==> src/rtl/fb_arbiter.sv <==
// Frame-buffer port arbiter: display pixel fetches take strict priority over
// host writes, which are buffered in a 4-entry FIFO and drained in idle slots.
module fb_arbiter (
  input  logic        clk,
  input  logic        rst,
  input  logic        enable,
  input  logic        pixel_tick,
  input  logic [9:0]  col,
  input  logic [9:0]  row,
  input  logic        wr_req,
  input  logic [18:0] wr_addr,
  input  logic [15:0] wr_data,
  output logic        wr_ready,
  output logic [18:0] mem_addr,
  output logic [15:0] mem_wdata,
  output logic        mem_re,
  output logic        mem_we,
  input  logic [15:0] mem_rdata,
  output logic [15:0] pixel_data,
  output logic        pixel_valid,
  output logic        fetch_overrun
);

  typedef enum logic [1:0] {IDLE, FETCH, WRITE} state_t;

  state_t      state;
  logic [18:0] fifo_addr [4];
  logic [15:0] fifo_data [4];
  logic [1:0]  rd_ptr;
  logic [1:0]  wr_ptr;
  logic [2:0]  count;
  logic [18:0] fetch_addr;
  logic        fetch_pending;
  logic        rd_cap;

  logic        visible;
  logic [18:0] calc_addr;
  logic        full;
  logic        empty;
  logic        push;
  logic        go_fetch;
  logic        go_write;
  logic        tick_vis;
  logic        tick_blank;

  always_comb begin
    visible    = (col < 10'd640) && (row < 10'd480);
    calc_addr  = {row, 9'b0} + {2'b0, row, 7'b0} + {9'b0, col};
    full       = (count == 3'd4);
    empty      = (count == 3'd0);
    push       = wr_req && !full;
    go_fetch   = fetch_pending && enable;
    go_write   = !go_fetch && !empty && enable;
    tick_vis   = pixel_tick && enable && visible;
    tick_blank = pixel_tick && enable && !visible;
    wr_ready   = !full;
  end

  always_ff @(posedge clk) begin
    if (push) begin
      fifo_addr[wr_ptr] <= wr_addr;
      fifo_data[wr_ptr] <= wr_data;
    end
  end

  always_ff @(posedge clk or posedge rst) begin
    if (rst) begin
      state         <= IDLE;
      rd_ptr        <= '0;
      wr_ptr        <= '0;
      count         <= '0;
      fetch_addr    <= '0;
      fetch_pending <= 1'b0;
      fetch_overrun <= 1'b0;
      mem_addr      <= '0;
      mem_wdata     <= '0;
      mem_re        <= 1'b0;
      mem_we        <= 1'b0;
      rd_cap        <= 1'b0;
      pixel_data    <= '0;
      pixel_valid   <= 1'b0;
    end else begin
      if (push)
        wr_ptr <= wr_ptr + 2'd1;
      if (go_write)
        rd_ptr <= rd_ptr + 2'd1;
      count <= count + {2'b0, push} - {2'b0, go_write};

      // A new tick re-arms the pending flag even on the edge that consumes the
      // previous address, so the set has priority over the FETCH clear.
      if (tick_vis) begin
        fetch_addr    <= calc_addr;
        fetch_pending <= 1'b1;
        if (fetch_pending)
          fetch_overrun <= 1'b1;
      end else if (go_fetch) begin
        fetch_pending <= 1'b0;
      end

      if (go_fetch) begin
        state     <= FETCH;
        mem_re    <= 1'b1;
        mem_we    <= 1'b0;
        mem_addr  <= fetch_addr;
        mem_wdata <= '0;
      end else if (go_write) begin
        state     <= WRITE;
        mem_re    <= 1'b0;
        mem_we    <= 1'b1;
        mem_addr  <= fifo_addr[rd_ptr];
        mem_wdata <= fifo_data[rd_ptr];
      end else begin
        state     <= IDLE;
        mem_re    <= 1'b0;
        mem_we    <= 1'b0;
        mem_addr  <= '0;
        mem_wdata <= '0;
      end

      // Read data arrives the cycle after FETCH; capture it one edge later.
      rd_cap      <= (state == FETCH);
      pixel_valid <= rd_cap;
      if (rd_cap)
        pixel_data <= mem_rdata;
      else if (tick_blank)
        pixel_data <= '0;
    end
  end

endmodule

==> config.mk <==
export PLATFORM = sky130hd
export DESIGN_NAME = fb_arbiter
export DESIGN_NICKNAME = d
export VERILOG_FILES = /design/src/rtl/fb_arbiter.sv
export SDC_FILE = /design/constraint.sdc
export NUM_CORES = 1
export LEC_CHECK = 0
export BUFFER_PORTS_ARGS = -buffer_cell sky130_fd_sc_hd__buf_2
export CAP_MARGIN = 40
export CORE_ASPECT_RATIO = 1.2
export CORE_MARGIN = 2
export CORE_UTILIZATION = 50
export CTS_CLUSTER_SIZE = 20
export DETAILED_ROUTE_END_ITERATION = 8
export PLACE_DENSITY_LB_ADDON = 0.3
export REMOVE_ABC_BUFFERS = 1
export SYNTH_ARGS = -nofsm -noshare
export SYNTH_HDL_FRONTEND = slang
export SYNTH_SLANG_ARGS = --single-unit
==> constraint.sdc <==
create_clock -name clk -period 3.53 [get_ports clk]
set_input_delay 0.5295 -clock clk [delete_from_list [all_inputs] [get_ports clk]]
set_output_delay 0.5295 -clock clk [all_outputs]
set_load 0.03 [all_outputs]
After elaboration in Yosys (flattened, before gate mapping)
Memories as Yosys holds them, arrays and structs flattened.
Index checks and enable logic that the tools add are counted.
{"block": "word_totals", "regBits": 85, "ramBits": 140, "inputBits": 76, "output_inout_bits": 56, "elab_cells": 57, "n_memories": 2}
{"name": "fifo_addr", "depth": 4, "width": 19, "read_ports": 1, "rd_ports_with_merged_regs": 0, "write_ports": 1, "line": "27", "rtl": "logic [18:0] fifo_addr [4];"}
{"name": "fifo_data", "depth": 4, "width": 16, "read_ports": 1, "rd_ports_with_merged_regs": 0, "write_ports": 1, "line": "28", "rtl": "logic [15:0] fifo_data [4];"}
{"block": "classes", "n_addsub": 6, "order_cmp": 2, "n_eq_ne": 2, "muxes": 15, "n_reduce_logical": 16}
{"cell": "$mux W16", "n": 4}
{"cell": "$mux W19", "n": 2}
{"cell": "$add A19 B10 Y19", "n": 1}
{"cell": "$add A19 B17 Y19", "n": 1}
{"cell": "$lt A10 B10 Y1 const B", "n": 1}
{"cell": "$lt A10 B9 Y1 const B", "n": 1}
{"cell": "$logic_and A1 B1 Y1", "n": 8}
{"cell": "$mux W1", "n": 7}
{"cell": "$add A2 B1 Y2 const B", "n": 2}
{"cell": "$logic_not A1 Y1", "n": 4}
{"cell": "$mux W2", "n": 2}
{"cell": "$reduce_bool A2 Y1", "n": 2}
{"cell": "$add A3 B1 Y3", "n": 1}
{"cell": "$eq A3 B3 Y1 const B", "n": 1}
{"cell": "$logic_not A3 Y1", "n": 1}
{"cell": "$sub A3 B1 Y3", "n": 1}
{"cell": "$eq A2 B1 Y1 const B", "n": 1}
{"cell": "$reduce_and A2 Y1", "n": 1}

Longest topological paths before layout
{"block": "depth", "depth_word": 6, "mapped_depth": 10, "mapped_depth_nobuf": 10}

Least setup slack after synthesis
OpenSTA, ideal clock, no wires.
{"block": "synth_timing", "path_kind": "input -> register", "start": "input port col[9]", "end": "register fetch_addr[16]", "setup_time_ns": 0.095, "arrival_time_ns": 2.482, "required_ns": 3.435, "path_slack_ns": 0.952, "path_stages": 8, "n_path_buf": 0, "path_cell_list": "inv_1 fa_1 inv_1 fa_1 a211oi_1 nor2_1 o221a_2 o31ai_1"}
{"block": "synth_via", "elab_chain_len": 3, "elab_cells_between_ends": 4, "cone_classes": "1 x add/sub; 1 x order compare; 2 x reduce/logical"}
{"item": "start, declared", "line": "8", "rtl": "input logic [9:0] col,"}
{"item": "branches (longest 3 deep; another with $add A19 B10 Y19)"}
{"item": "end signal, assigned", "line": "92", "rtl": "fetch_addr <= calc_addr;"}
{"item": "end, declared", "line": "32", "rtl": "logic [18:0] fetch_addr;"}
Parallel ways; which one is timed is not known.
A chain may end at the register's enable or synchronous reset.

Worst setup path in the final report
Same ends and word-level chain as after synthesis.

==> metrics list <==
- The worst setup path is of the input port to flip-flop kind.
* EDFF count, synth: 140
- On the critical path, the stage with the largest delay is an instance of sky130_fd_sc_hd__fa_1.
- # Post-CTS Setup Buffers: 0
* Number of hold violations in the final report: 0
* Die span in x: 125 um
- In this run, post-CTS repair resized a total of 0 instances.
- Htree depth: 1
* CTS clk-pin slew, worst paths: approximately 0.06 ns
- The global routing stage identified its most utilized layer as met2.
- Primary FF master, synth: sky130_fd_sc_hd__edfxtp_1
- Setup total negative slack on the finished layout was measured at 0 ns.
- The via count of the first global-routing pass is ~5.2k.
* Maximum Capacitance Violations: 0
- The design draws just over 8000 uW.
- The run finished with clean final reports.
- In this run the cell area measured after placement is 9770 um2.
* CTS Buffer Depth: 3
- Quantity of I/O buffers inserted on ports: roughly 130
- Worst min-delay path class: input port to asynchronous set/reset pin
- Dividing the detail-routed wire length by the instance count gives roughly 20 um.
* Root buffer cell: sky130_fd_sc_hd__clkbuf_16
- Mean number of vias per cell: 5.55
- about 130 I/O pins were placed.
* Vertical die dimension: around 150 um
- The congestion estimate from routability-driven global placement came to 0.837.
- The wire-length estimate of the detail-placed layout is around 11000 um.
- VDD sags by at most 0.450 mV.
- For met2 alone, demand over resource in global routing was 0.338.
- Traced cell by cell, the critical path runs through buf_2 > inv_1 > fa_1 > inv_1 > fa_1 > a211oi_1 > nor2_1 > o221a_2 > o31ai_1.
- Post-route clock skew: 0.00810 ns
- Initial core utilization: 0.514
* Area fraction of the dominant cell type after synthesis: 0.482
* Number of DRC violations after detailed routing: 0
* First-pass GRT wire length: around 28000 um
* Placeable Area: around 17000 um2
- The biggest area contributor in the post-synthesis netlist is sky130_fd_sc_hd__edfxtp_1.
- Endpoint kind of the worst setup timing path: flip-flop
- The pre-antenna-repair detailed-routing pass consisted of 4 iterations.
- Of the available clock period, the critical path in the final layout requires 0.674.
- For this block, the routed nets add up to roughly 17000 um of wire.
- Via Count: approximately 4.9k
* Proportion of layout cells with a drive suffix above 1: 0.344
* Count of state elements after synthesis: about 220
* Highest clock frequency the design can meet: 0.420 GHz
- The count of nets left with antenna violations once routing finished came out at 0.
- Pins over their slew limit: 0
* Worst max-slew margin expressed relative to the limit: 0.522
* Sum of overflow across all layers after global routing: 0
- The cell count after synthesis came out at 500.
- Top area cells in the synthesized netlist: sky130_fd_sc_hd__edfxtp_1 48%, sky130_fd_sc_hd__dfrtp_1 24%, sky130_fd_sc_hd__mux4_2 9.0%, sky130_fd_sc_hd__ha_1 3.6%, sky130_fd_sc_hd__a22o_1 3.5%
- Summing every instance area after synthesis gives a little under 9000 um2.
- Global Route Usage Sum: 0.190
* Area of the die: approximately 19000 um2
* Worst path arrival time: 2.78 ns
- Dividing total power by cell area gives a power density of a little under 800 nW/um2.
* Worst-margin pin slew: 0.718 ns
- The largest single stage delay on the critical path is between 0.5 and 0.6 ns.
- Share of the core filled with cells in the final layout: 0.620
- The detailed router finished its first iteration with 260 violations.
* Final Net Count: approximately 750
* Pre-CTS setup slack: roughly 0.63 ns
- Core Rows: 52
* Final worst setup slack: 1.15 ns
- Final-report setup violation count: 0
- The initial antenna violation count is 2.
* Number of unique standard cell types used by synthesis: 44
- Critical path data required time: roughly 3.9 ns
- Min Clock Period, post-route: around 2.4 ns
- Buffers inserted during clock tree synthesis total 22.
- Part of the Yosys area used for sequential elements: 0.720
- The clock drives between 200 and 250 sinks.
- Layout Cell Area excl Fill: about 11000 um2
* Yosys warnings: 0
- Setup repair after global routing left no endpoint under its margin.
* Cell leakage power: roughly 0.0044 uW
- Entering global routing, the biggest net connects just under 50 pins.
- Area grow syn2layout: 20.6%
* Met1 Usage GRT: 0.241
* Mean area per synthesized cell: between 15 and 20 um2
- In this run, post-CTS hold repair placed 0 buffers.
- Critical Path Start Type: input port
* TritonCTS clock tree: done
* Clock network latency to the later pin of the worst-skew pair: 0.49 ns
- Peak fanout along the critical path: 3
- For this run, global-route usage on met3 was measured as 0.0471.
- For this run, asynchronously set or reset flops after synthesis account for 0.372.
## worst paths after layout
check / startpoint / to / slack (ns) / depth (start not counted)
max in group asynchronous: rst / mem_wdata[14] / 2.82 / 3
min in group clk: col[3] / fetch_addr[3] / 0.23 / 3
hold reg to reg: mem_we / rd_cap / 0.43 / 1
hold / removal: rst / mem_wdata[10] / 0.08 / 2
setup / recovery: col[9] / fetch_addr[16] / 1.15 / 9
setup reg to reg: count[0] / count[2] / 1.32 / 10
## flip-flops by register name (all words and copies together), names as in the netlist, 2 cells and up
signal,flops
fifo_data,64
wr_ptr,2
count,3
fifo_addr,76
mem_addr,19
fetch_addr,19
rd_ptr,2
mem_wdata,16
pixel_data,16
## critical path, delay by kind of cell
family,cells,cell delay (ns)
buf+inv,3,0.21
fa+ha+maj,2,1.01
simple gates,1,0.15
compound gates,3,0.88
## synth_stat cells (2+ instances only)
master / count
sky130_fd_sc_hd__buf_2: 4
sky130_fd_sc_hd__buf_1: 3
sky130_fd_sc_hd__nand2_1: 44
sky130_fd_sc_hd__o31ai_1: 4
sky130_fd_sc_hd__edfxtp_1: 140
sky130_fd_sc_hd__o21a_1: 3
sky130_fd_sc_hd__a211oi_1: 4
sky130_fd_sc_hd__xor2_1: 2
sky130_fd_sc_hd__and3_1: 4
sky130_fd_sc_hd__o211ai_1: 4
sky130_fd_sc_hd__or4_1: 3
sky130_fd_sc_hd__ha_1: 25
sky130_fd_sc_hd__fa_1: 3
sky130_fd_sc_hd__or2_2: 2
sky130_fd_sc_hd__nand4_1: 2
sky130_fd_sc_hd__and2_1: 18
sky130_fd_sc_hd__xnor2_1: 5
sky130_fd_sc_hd__o21ai_0: 9
sky130_fd_sc_hd__a211o_1: 3
sky130_fd_sc_hd__nand2b_1: 2
sky130_fd_sc_hd__nand3_1: 3
sky130_fd_sc_hd__o311a_1: 2
sky130_fd_sc_hd__inv_1: 16
sky130_fd_sc_hd__dfrtp_1: 83
sky130_fd_sc_hd__a21o_1: 3
sky130_fd_sc_hd__a21oi_1: 6
sky130_fd_sc_hd__mux4_2: 35
sky130_fd_sc_hd__nor2_1: 7
sky130_fd_sc_hd__a22o_1: 35
sky130_fd_sc_hd__clkbuf_1: 12
## cell type report
type                       count  area, um2
timing repair buffer         144        856
inverter                      16       62.6
fill                        1239       6460
clock inverter                16        168
multi-input combinational    240       2300
clock buffer                  24        579
tap                          216        270
sequential                   223       6280
antenna                        1       2.50
## logic make-up (layout without fill, tap and decap cells)
kind of cell / Yosys count / in the layout / share of synthesized area
AOI/OAI and AO/OA: 78 / 78 / 0.0697
xor gates and xnor gates: 7 / 7 / 0.00703
and+or+nand+nor: 90 / 90 / 0.0502
buffers and inverters: 37 / 200 / 0.0178
DFF: 223 / 223 / 0.720
other: 0 / 1 / 0
muxes: 37 / 37 / 0.0928
adders and majority gates: 28 / 28 / 0.0427
## per-stage QoR
step | hold slack [ns] | instances
floorplan | 0.446 | 479
global placement | 0.409 | 832
detailed placement | 0.426 | 839
CTS | 0.0968 | 879
global route | 0.111 | 879
finish | 0.0810 | 880
## cells in the final DEF (no fill, tap or decap), drive strengths merged, types with 3 or more instances in the layout
master / netlist / layout
mux4: 35 / 35
edfxtp: 140 / 140
clkbuf: 12 / 24
clkinv: 0 / 8
fa: 3 / 3
nand2: 44 / 44
a211oi: 4 / 4
clkinvlp: 0 / 5
o211ai: 4 / 4
o31ai: 4 / 4
buf: 9 / 144
inv: 16 / 16
dfrtp: 83 / 83
a211o: 3 / 3
a22o: 35 / 35
o21ai: 9 / 9
or4: 3 / 3
o21a: 3 / 3
a21o: 3 / 3
nor2: 7 / 7
bufinv: 0 / 3
ha: 25 / 25
xnor2: 5 / 5
and3: 4 / 4
and2: 18 / 18
a21oi: 6 / 6
nand3: 3 / 3
## report_power, final
part           switching (uW)  internal [uW]  total, uW
combinational            1190            934       2120
sequential                297           3410       3710
clock                     959           1410       2370
## metal layers
metal / vias to the layer above / routed length [um]
li1: 2225 / -
met1: 2491 / 7030
met2: 156 / 8850
met3: 14 / 1270
met4: 0 / 175
met5: - / 0
(Power assumes the default switching activity.)
